===== src/rtl/pwm_reg_write_scheduler.sv =====
// Arbitrates two SPI write requesters onto one register-bank write port.
// Cycle-count writes made while the PWM runs are staged and committed at a period boundary.
module pwm_reg_write_scheduler #(
    parameter int NUM_REGS  = 10,
    parameter int ADDR_CTRL = 1,
    parameter int ADDR_W    = 4
) (
    input  logic              clk,
    input  logic              rst_n,
    input  logic              req_a,
    input  logic [ADDR_W-1:0] addr_a,
    input  logic [7:0]        data_a,
    input  logic              req_b,
    input  logic [ADDR_W-1:0] addr_b,
    input  logic [7:0]        data_b,
    output logic              ack_a,
    output logic              err_a,
    output logic              ack_b,
    output logic              err_b,
    input  logic              pwm_running,
    input  logic              period_end,
    output logic              wr_en,
    output logic [ADDR_W-1:0] wr_addr,
    output logic [7:0]        wr_data,
    output logic              staged_pending,
    output logic              draining
);

    typedef enum logic {IDLE, DRAIN} state_t;

    state_t              state_q;
    logic                lastGrantB_q;
    logic                ack_a_q, err_a_q, ack_b_q, err_b_q;
    logic                wr_en_q;
    logic [ADDR_W-1:0]   wr_addr_q;
    logic [7:0]          wr_data_q;
    logic                staged_pending_q;
    logic [NUM_REGS-1:0] valid_q;
    logic [7:0]          shadow_q [NUM_REGS];

    logic                eligA, eligB, grantA, grantB;
    logic [ADDR_W-1:0]   selAddr;
    logic [7:0]          selData;
    logic                addrBad, stageIt, startDrain;
    logic                drainFound;
    logic [ADDR_W-1:0]   drainIdx;
    logic [NUM_REGS-1:0] validLeft;

    // A requester whose ack/err is on the wire this cycle is still holding the old request.
    always_comb begin
        eligA      = req_a & ~ack_a_q & ~err_a_q;
        eligB      = req_b & ~ack_b_q & ~err_b_q;
        grantA     = eligA & (~eligB | lastGrantB_q);
        grantB     = eligB & ~grantA;
        selAddr    = grantA ? addr_a : addr_b;
        selData    = grantA ? data_a : data_b;
        addrBad    = (selAddr == '0) || ({1'b0, selAddr} >= (ADDR_W+1)'(NUM_REGS));
        stageIt    = pwm_running && (selAddr != ADDR_W'(ADDR_CTRL)) && (selAddr >= ADDR_W'(2));
        startDrain = (|valid_q) & (period_end | ~pwm_running);
    end

    // Descending scan so the lowest valid address is the one left selected.
    always_comb begin
        drainFound = 1'b0;
        drainIdx   = '0;
        for (int i = NUM_REGS - 1; i >= 2; i--) begin
            if (valid_q[i]) begin
                drainFound = 1'b1;
                drainIdx   = ADDR_W'(i);
            end
        end
        validLeft = valid_q;
        if (drainFound) validLeft[drainIdx] = 1'b0;
    end

    always_ff @(posedge clk) begin
        if (!rst_n) begin
            state_q          <= IDLE;
            lastGrantB_q     <= 1'b1;
            ack_a_q          <= 1'b0;
            err_a_q          <= 1'b0;
            ack_b_q          <= 1'b0;
            err_b_q          <= 1'b0;
            wr_en_q          <= 1'b0;
            wr_addr_q        <= '0;
            wr_data_q        <= '0;
            staged_pending_q <= 1'b0;
            valid_q          <= '0;
            for (int i = 0; i < NUM_REGS; i++) shadow_q[i] <= '0;
        end else begin
            ack_a_q          <= 1'b0;
            err_a_q          <= 1'b0;
            ack_b_q          <= 1'b0;
            err_b_q          <= 1'b0;
            wr_en_q          <= 1'b0;
            staged_pending_q <= |valid_q;
            case (state_q)
                IDLE: begin
                    if (startDrain) begin
                        state_q <= DRAIN;
                    end else if (grantA || grantB) begin
                        lastGrantB_q <= grantB;
                        if (addrBad) begin
                            err_a_q <= grantA;
                            err_b_q <= grantB;
                        end else begin
                            ack_a_q <= grantA;
                            ack_b_q <= grantB;
                            if (stageIt) begin
                                shadow_q[selAddr] <= selData;
                                valid_q[selAddr]  <= 1'b1;
                            end else begin
                                wr_en_q   <= 1'b1;
                                wr_addr_q <= selAddr;
                                wr_data_q <= selData;
                            end
                        end
                    end
                end
                DRAIN: begin
                    if (drainFound) begin
                        wr_en_q           <= 1'b1;
                        wr_addr_q         <= drainIdx;
                        wr_data_q         <= shadow_q[drainIdx];
                        valid_q[drainIdx] <= 1'b0;
                        if (validLeft == '0) state_q <= IDLE;
                    end else begin
                        state_q <= IDLE;
                    end
                end
                default: state_q <= IDLE;
            endcase
        end
    end

    assign ack_a          = ack_a_q;
    assign err_a          = err_a_q;
    assign ack_b          = ack_b_q;
    assign err_b          = err_b_q;
    assign wr_en          = wr_en_q;
    assign wr_addr        = wr_addr_q;
    assign wr_data        = wr_data_q;
    assign staged_pending = staged_pending_q;
    assign draining       = (state_q == DRAIN);

endmodule


===== config.mk =====
export PLATFORM = sky130hd
export DESIGN_NAME = pwm_reg_write_scheduler
export DESIGN_NICKNAME = d
export VERILOG_FILES = /design/src/rtl/pwm_reg_write_scheduler.sv
export SDC_FILE = /design/constraint.sdc
export NUM_CORES = 1
export LEC_CHECK = 0
export ABC_CLOCK_PERIOD_IN_PS = 6900
export CAP_MARGIN = 20
export CORE_MARGIN = 1.5
export CORE_UTILIZATION = 59
export DETAILED_ROUTE_END_ITERATION = 8
export PLACE_DENSITY = 0.82
export SYNTH_ARGS = -nofsm -noshare
export SYNTH_HDL_FRONTEND = slang
export SYNTH_SLANG_ARGS = --single-unit

===== constraint.sdc =====
create_clock -name clk -period 6.9 [get_ports clk]
set_input_delay 1.38 -clock clk [delete_from_list [all_inputs] [get_ports clk]]
set_output_delay 1.38 -clock clk [all_outputs]
set_load 0.02 [all_outputs]

==> out/results.tsv <==
metric	value	unit
Final Net Count	606	
Post-synth EDFFs	80	
Worst setup EP type	flip-flop	
Chip Height	98.1	um
r2r startpoint	valid_q[4]	
outcome	finished clean	
most common library cells after synthesis	nor2_1 (108), edfxtp_1 (80), nand2_1 (67)	
worst r2r path cells	6	
DP HPWL	10200	um
Post-Synthesis Cells	519	
initial DRC count	642	
Setup crit end	shadow_q[9][5]	
Final setup viols	0	
Sink Count	110	
CP startpoint	req_a	
Core Region	8720	um^2
WP buf/inv	1	
fin worst setup slack	2.42	ns
CTS clk-pin slew, worst paths	0.11	ns
global route overflow	0	
fraction of the mapped netlist area in simple logic gates	21.7	%
setup slack at placement	2.05	ns
Rows	34	
Switching Share	28.7	%
Final Hold Fails	0	
Die W	98.1	um
layout cell share with drive strength beyond 1	9.64	%
Seq/Total Area, Yosys	56.3	%
Worst R2R End	shadow_q[9][5]	
Tcrit/Tclk final	65.0	%
hold crit path type	flip-flop to flip-flop	
initial antenna violation count	0	
most frequent cell after synthesis	nor2_1	
hold_buf cts	0	
Fin Clk Skew	0.0120	ns
mux cell area share after synthesis	2.27	%
first-pass GRT wire length	22300	um
Worst-Margin Slew	1.12	ns
hold depth	1	
H-tree levels	3	
CTS Buffer Depth	2	
Synth top area share	45.0	%
clock latency on the worst-skew pair	0.38	ns
R2R setup slack	3.26	ns
clock share of power	27.3	%
Worst setup SP type	primary input	
XOR/XNOR Fraction of Synth Area	0	%
synthesized-area fraction occupied by adder cells	0.188	%
compound-gate portion of the synthesized area	16.6	%
fmax	0.223	GHz
fill count	657	
Synth warnings	0	
Psw	0.392	mW
RD Place Congestion	0.937	
Leakage	2.31	nW
Max Cap Viol	0	
final setup TNS	0	ns
TritonCTS clock tree	yes	
cells along the critical path	clkdlybuf4s50_1 -> nor3b_2 -> and2_1 -> a22oi_4 -> nor3_2 -> a31oi_1 -> a21oi_1	
Async S/R FF share, synth	0	%
area delta synth->final	15.2	%
CP max-delay cell	and2_1	
drt pass-1 iters	5	
largest family of logic cells by synthesized area	simple AND/OR/NAND/NOR gates	
DRT antenna net count	0	
fin crit period	4.48	ns
WP depth	7	
count of cell types in the netlist	62	
vias in the first global route	4107	
crit-path leading delay family	simple AND/OR/NAND/NOR gates	
maximum vdd drop	0.155	mV
Via Count	4497	
WL/cell	20.6	um
Post-Syn Area	5340	um^2
starting density of the core	61.2	%
dpl cells	673	
TritonCTS Buffers	9	
Post-CTS Setup Bufs	0	
Comb power frac	16.9	%
Vias/cell	6.53	
residual DRC count	0	
largest net degree at the start of global routing	27	
Required @ worst endpoint	6.91	ns
port buffer count	48	
# diodes	0	
Syn Area/Cell	10.3	um^2
Root Buffer	clkbuf_8	
dominant cell type by area after synthesis	edfxtp_1	
Reg power frac	55.8	%
max incr delay on CP	0.85	ns
GRT Util Overall	30.5	%
Final Power	1.37	mW
critical setup path kind	primary input to flip-flop	
crit-path max FO	25	
Slew Viols, Final	0	
Worst slew margin	25.7	%
post-cts repair resize count	0	
ys flop type	edfxtp_1	
io pins	49	
RSZ-0062 raised after global routing	no	
flops & latches, synth	110	
overall routed net length	14200	um
Final Non-Filler Cells	689	
power per cell area	222	nW/um^2
Area contributors post-synth	edfxtp_1 (45%), dfxtp_1 (11%), nor2_1 (7.6%), nand2_1 (4.7%), o22ai_1 (2.7%)	
Crit path arrival time	4.49	ns
Int Power	0.975	mW
die area	9620	um^2
[power groups by stage]
stage	Combinational, mW	Sequential (mW)	Clock (mW)
after floorplan	0.129	0.783	0
after global placement	0.221	0.776	0
after detailed placement	0.225	0.777	0
after CTS	0.226	0.762	0.379
after global routing	0.247	0.766	0.400
final	0.231	0.763	0.374
[state kept, by name, indices dropped and copies added (netlist names), 4 cells and up]
| name | cells |
|---|---|
| shadow_q | 80 |
| valid_q | 10 |
| wr_data | 8 |
| wr_addr | 4 |
[layout by cell type (no fill, tap or decap), drive strengths merged, types with 8 or more instances in the layout]
cell and count:
clkdlybuf4s50 48, mux2i 11, conb 16, o21ai 14, o22ai 23, a31oi 13
nand3 8, buf 10, nand4 8, edfxtp 80, nor2 108, inv 10
nand2 75, clkbuf 10, a22oi 11, dfxtp 30, nor3 12, a21oi 21
[layout make-up]
class                           count  area, um^2  share of cell area, %
Clock inverter                      6        45.0                  0.733
Timing Repair Buffer               58         556                   9.04
Clock buffer                       10         138                   2.24
Tap cell                          108         135                   2.20
Multi-Input combinational cell    388        2240                   36.4
Inverter                            9        33.8                  0.550
Sequential cell                   110        3000                   48.8
[kinds of logic after synthesis]
group                    after synthesis
AND/OR/NAND/NOR                      239
AO/OA/AOI/OAI                        120
flip-flops                           110
buffers and inverters                 36
multiplexers                          12
adder cells (fa/ha/maj)                1
other                                  1
[worst min-delay path by stage]
stage | start | endpoint | slack [ns]
2_1_floorplan | valid_q[0] | valid_q[0] | 0.43
3_3_place_gp | valid_q[0] | valid_q[0] | 0.44
3_5_place_dp | valid_q[0] | valid_q[0] | 0.45
4_1_cts | valid_q[0] | valid_q[0] | 0.48
5_1_grt | wr_addr[1] | wr_addr[1] | 0.50
6_report | valid_q[0] | valid_q[0] | 0.47
[layer usage]
layer / up-vias / GRT usage, % / part of all wire (%)
li1: 2015 / - / -
met4: 0 / 10.2 / 3.1
met1: 2118 / 43.5 / 39
met2: 317 / 46.9 / 46
met3: 47 / 6.44 / 12
met5: - / 0 / 0
[through the flow]
stage	cell area (um^2)	utilization, %	hold slack, ns
after global placement	5960	68.4	0.444
after floorplan	5390	-	0.431
after detailed placement	5960	68.4	0.447
after CTS	6150	70.5	0.476
final	6150	70.5	0.472
after global routing	6150	70.5	0.498
[worst register-to-register path: cells and delay by family (launching register included)]
family	cells	cell delay, ns
AND/OR/NAND/NOR	3	1.66
AO/OA/AOI/OAI	3	1.10
flip-flops	1	0.52
Note: power is estimated with default switching activity, not from simulation.
